[src/rtl/swap_pkg.sv]
// ---------------------------------------------------------------------------
// swap_pkg
// Shared definitions for the XOR swap engine:
//   - state_t       : FSM state encoding (IDLE=0 .. HOLD=4, 3 bits)
//   - DEFAULT_WIDTH : default operand width
//   - COUNT_MAX     : saturation value of the 16-bit transfer counter
// ---------------------------------------------------------------------------
package swap_pkg;

   localparam int          DEFAULT_WIDTH = 8;
   localparam logic [15:0] COUNT_MAX     = 16'hFFFF;

   typedef enum logic [2:0] {
      IDLE = 3'd0,
      XOR1 = 3'd1,
      XOR2 = 3'd2,
      XOR3 = 3'd3,
      HOLD = 3'd4
   } state_t;

endpackage

[src/rtl/sat_counter16.sv]
// ---------------------------------------------------------------------------
// sat_counter16
// 16-bit up counter that sticks at COUNT_MAX instead of wrapping.
// Ports:
//   clk   - clock, counts on posedge
//   rst_n - asynchronous active-low reset, clears the count
//   inc   - increment request for this cycle
//   count - current count value
// ---------------------------------------------------------------------------
module sat_counter16
   import swap_pkg::*;
(
   input  logic        clk,
   input  logic        rst_n,
   input  logic        inc,
   output logic [15:0] count
);

   logic [15:0] count_reg;

   always_ff @(posedge clk or negedge rst_n) begin
      if (!rst_n) begin
         count_reg <= '0;
      end else if (inc && (count_reg != COUNT_MAX)) begin
         count_reg <= count_reg + 16'd1;
      end
   end

   assign count = count_reg;

endmodule

[src/rtl/xor_swap_engine.sv]
// ---------------------------------------------------------------------------
// xor_swap_engine
// Accepts an operand pair over a ready/valid handshake and returns it swapped,
// either directly (mode=0, 1-cycle latency) or via three XOR steps
// (mode=1, 4-cycle latency). Counts completed transfers, saturating.
// Ports:
//   clk, rst_n          - clock and asynchronous active-low reset
//   in_valid / in_ready - input handshake
//   in_a, in_b, mode    - operand pair and swap method, sampled at accept
//   out_valid/out_ready - output handshake
//   out_a, out_b        - swapped result (out_a = accepted in_b, out_b = in_a)
//   busy                - engine not idle
//   swap_count          - completed transfers, saturates at 16'hFFFF
// ---------------------------------------------------------------------------
module xor_swap_engine
   import swap_pkg::*;
#(
   parameter int WIDTH = DEFAULT_WIDTH
)
(
   input  logic             clk,
   input  logic             rst_n,
   input  logic             in_valid,
   output logic             in_ready,
   input  logic [WIDTH-1:0] in_a,
   input  logic [WIDTH-1:0] in_b,
   input  logic             mode,
   output logic             out_valid,
   input  logic             out_ready,
   output logic [WIDTH-1:0] out_a,
   output logic [WIDTH-1:0] out_b,
   output logic             busy,
   output logic [15:0]      swap_count
);

   state_t           state_reg, state_next;
   logic [WIDTH-1:0] ra_reg, ra_next;
   logic [WIDTH-1:0] rb_reg, rb_next;
   logic             accept;
   logic             drain;

   // Readiness comes from state and out_ready only; it is held low while
   // reset is asserted so nothing is offered to the producer during reset.
   assign in_ready  = rst_n && ((state_reg == IDLE) ||
                                ((state_reg == HOLD) && out_ready));
   assign accept    = in_valid && in_ready;
   assign drain     = (state_reg == HOLD) && out_ready;

   assign out_valid = (state_reg == HOLD);
   assign busy      = (state_reg != IDLE);
   assign out_a     = ra_reg;
   assign out_b     = rb_reg;

   always_ff @(posedge clk or negedge rst_n) begin
      if (!rst_n) begin
         state_reg <= IDLE;
         ra_reg    <= '0;
         rb_reg    <= '0;
      end else begin
         state_reg <= state_next;
         ra_reg    <= ra_next;
         rb_reg    <= rb_next;
      end
   end

   always_comb begin
      state_next = state_reg;
      ra_next    = ra_reg;
      rb_next    = rb_reg;
      case (state_reg)
         IDLE, HOLD: begin
            // HOLD drains and may take a new pair on the same edge.
            if (accept) begin
               if (mode) begin
                  ra_next    = in_a;
                  rb_next    = in_b;
                  state_next = XOR1;
               end else begin
                  ra_next    = in_b;
                  rb_next    = in_a;
                  state_next = HOLD;
               end
            end else if (drain) begin
               state_next = IDLE;
            end
         end
         // Each XOR step uses the register values from before the edge.
         XOR1: begin
            ra_next    = ra_reg ^ rb_reg;
            state_next = XOR2;
         end
         XOR2: begin
            rb_next    = ra_reg ^ rb_reg;
            state_next = XOR3;
         end
         XOR3: begin
            ra_next    = ra_reg ^ rb_reg;
            state_next = HOLD;
         end
         default: begin
            state_next = IDLE;
         end
      endcase
   end

   sat_counter16 u_count (
      .clk   (clk),
      .rst_n (rst_n),
      .inc   (drain),
      .count (swap_count)
   );

endmodule
[config.mk]
export PLATFORM = sky130hd
export DESIGN_NAME = xor_swap_engine
export DESIGN_NICKNAME = d
export VERILOG_FILES = /design/src/rtl/swap_pkg.sv /design/src/rtl/sat_counter16.sv /design/src/rtl/xor_swap_engine.sv
export SDC_FILE = /design/constraint.sdc
export NUM_CORES = 1
export LEC_CHECK = 0
export CAP_MARGIN = 20
export CORE_MARGIN = 10
export CORE_UTILIZATION = 50
export DETAILED_ROUTE_END_ITERATION = 16
export PLACE_DENSITY_LB_ADDON = 0.3
export SLEW_MARGIN = 20
export SYNTH_ARGS = -nofsm -noshare
export SYNTH_HDL_FRONTEND = slang
export SYNTH_HIERARCHICAL = 1
export SYNTH_SLANG_ARGS = --single-unit
[constraint.sdc]
create_clock -name clk -period 2.6 [get_ports clk]
set_clock_uncertainty 0.05 [all_clocks]
set_input_delay 0.52 -clock clk [delete_from_list [all_inputs] [get_ports clk]]
set_output_delay 0.52 -clock clk [all_outputs]
set_load 0.01 [all_outputs]
==> flow_summary.json <==
{
  "drt_iter0_markers": 112,
  "fin_hold_ws_ps": 123,
  "nets": 312,
  "dieArea_um2": 7400,
  "power_frac_comb_pct": 51.9,
  "crit_fanout": 12,
  "die_x_um": 86.0,
  "crit_path_max_incr_delay_ps": 530,
  "yosysTopAreaCell": "dfrtp_1",
  "grt_max_degree": 26,
  "syn_area_per_cell_um2": 9.48,
  "yosys.area_share.xor_xnor_pct": 3.21,
  "ys_warn_count": 6,
  "coreArea_um2": 4120,
  "internal_power_mw": 1.64,
  "root_buffer": "clkbuf_8",
  "dp_hpwl_um": 4430,
  "rr_startpoint": "state_reg[0]",
  "hold_buffers": 0,
  "rrSetupSlack_ps": 550,
  "cp.required_ps": 2030,
  "synthDistinctLibCells": 47,
  "power.leakage_nw": 1.24,
  "synth-edff-count": 0,
  "vias": 2034,
  "ys.flop_type": "dfrtp_1",
  "critical_path_class": "flop to output port",
  "arrival_ps": 1840,
  "setup_tns_ps": 0,
  "wl_per_cell_um": 17.7,
  "first_global_vias": 2046,
  "ir_worst_vdd_uv": 552,
  "clk_latency_ps": 290,
  "ant_nets": 0,
  "synthAdderAreaFrac_pct": 0.574,
  "endpoint_kind": "output port",
  "start_kind": "flop",
  "synth_top_area_share_pct": 40.2,
  "r2r-end": "u_count/count[14]",
  "post-route-cell-area_um2": 2870,
  "drive_above_1_share_pct": 13.8,
  "synthToLayoutAreaGrowth_pct": 31.6,
  "rsz0062_at_grt": "false",
  "hold_path.class": "input port to async pin",
  "yosys-top-cells-area": "dfrtp_1 40%, a21oi_1 8.3%, mux2i_1 7.3%",
  "ys_seq_area_share_pct": 40.2,
  "p_per_area_nw_per_um2": 986,
  "fin_ws_ps": 195,
  "io_pins": 56,
  "track_usage_pct": 16.9,
  "status": "finished clean",
  "dp_slack_ps": 252,
  "cap_violations": 0,
  "setup_viol": 0,
  "seq_area_um2": 876,
  "reg2regPathDepth": 6,
  "nFillCells": 335,
  "ys_ff_latch": 35,
  "path_clk_slew_ps": 70,
  "pwr-share-clk_pct": 14.3,
  "synth_commonest_cells": "36 x a21oi_1, 35 x dfrtp_1, 28 x nand2_1",
  "initial_core_util_pct": 53.0,
  "largest_reg_flops": 16,
  "ctsResizeCount": 0,
  "report.final.slew_viol_count": 0,
  "htreeDepth": 2,
  "async_flop_share_pct": 100,
  "fin_cells": 340,
  "synth_compound_area_share_pct": 22.2,
  "relSlewSlack_pct": 51.3,
  "path_cells": "inv_1, o211a_1, clkdlybuf4s50_1",
  "clock-sinks": 35,
  "p_switching_mw": 1.18,
  "viasPerCell": 5.98,
  "placed_area_um2": 2780,
  "synth-simple-area-share_pct": 22.1,
  "num_rows": 23,
  "grt_pass1_wl_um": 10200,
  "diodes": 0,
  "routed_wl_um": 6020,
  "worstMarginPinSlew_ps": 731,
  "period_needed_ps": 2410,
  "port_buffers": 55,
  "synthesis.nets": 252,
  "synth_most_common_cell": "a21oi_1",
  "cts_buffers": 5,
  "multi_input_area_um2": 1220,
  "synth_top_family_by_area": "compound AO/OA/AOI/OAI gates",
  "syn_inst": 230,
  "dp.cells": 333,
  "cp_slowest_cell": "clkdlybuf4s50_1",
  "hold_viol_final": 0,
  "antenna_found_initial": 0,
  "post-route-drc-count": 0,
  "die_h_um": 86.0,
  "syn_area_um2": 2180,
  "gp_congestion": 0.838,
  "overflow": 0,
  "max_freq_ghz": 0.416,
  "seqPwrFrac_pct": 33.8,
  "dr.pass1.iters": 4,
  "clockBufferDepth": 2,
  "switching_share_pct": 41.9,
  "post-route-period-util_pct": 92.5,
  "postCtsSetupBuffers": 0,
  "synthMuxAreaShare_pct": 7.86,
  "cts_tree": "built"
}
==> routing by layer <==
metal  part of all wire, %  wire [um]  GRT usage, %  up-vias
li1                      -          -             -      969
met1                    41       2490          20.2      979
met5                     0          0             0        -
met3                   8.0        484          5.68       12
met4                   1.7        101          6.59        0
met2                    49       2950          27.2       74
==> stage by stage <==
step                      util, %  power (mW)
final                        69.7        2.83
after global routing         69.7        3.07
after CTS                    69.7        2.86
after detailed placement     67.6        2.44
after global placement       67.6        2.39
after floorplan                 -        1.81
==> power groups by stage <==
stage | Combinational (mW) | Clock, mW | Sequential (mW)
6_report | 1.47 | 0.404 | 0.956
5_1_grt | 1.65 | 0.436 | 0.987
4_1_cts | 1.49 | 0.414 | 0.954
3_5_place_dp | 1.48 | 0 | 0.962
3_3_place_gp | 1.43 | 0 | 0.961
2_1_floorplan | 0.835 | 0 | 0.972
==> worst max-delay path, delay by kind of cell (launching register included) <==
family	cells	cell delay (ps)
flops	1	430
compound gates	1	230
buf+inv	2	880
==> worst max-delay path by stage <==
stage / start / endpoint / slack, ps / cells past startpoint
floorplan: state_reg[0] / u_count/count[5] / 850 / 7
global placement: out_ready / in_ready / 270 / 3
detailed placement: out_ready / in_ready / 250 / 3
CTS: state_reg[2] / out_valid / 170 / 3
global route: state_reg[2] / out_valid / 60 / 3
finish: state_reg[2] / in_ready / 190 / 3
==> cell families (layout without fill, tap and decap cells) <==
logic type	count (synthesis)	in the layout
AO/OA/AOI/OAI	78	78
XOR/XNOR	8	8
adder cells (fa/ha/maj)	1	1
buffers and inverters	14	74
flip-flops	35	35
multiplexers	17	17
AND/OR/NAND/NOR	77	77
==> layout make-up <==
| cell class | instances | share of cell area (%) |
|---|---|---|
| inverter | 3 | 0.392 |
| multi-input combinational | 181 | 42.5 |
| tap | 50 | 2.18 |
| timing repair buffer | 64 | 21.4 |
| clock inverter | 1 | 0.174 |
| clock buffer | 6 | 2.88 |
| sequential | 35 | 30.5 |
==> cells in the final DEF (no fill, tap or decap), types with 2 or more instances in the layout <==
cell type         n
a21oi_1          36
a31oi_1           3
and3_1            4
buf_4             9
clkbuf_8          6
clkdlybuf4s50_1  54
dfrtp_1          35
inv_1             3
mux2i_1          16
nand2_1          28
nand2b_1          2
nand3_1           5
nand4_1           8
nor2_1            5
nor3_2            2
nor4_4            2
o21a_1            5
o21ai_0          11
o21ai_1           7
o2bb2ai_1         8
or2_2             8
xnor2_1           6
xor2_1            2
(Power assumes the default switching activity.)
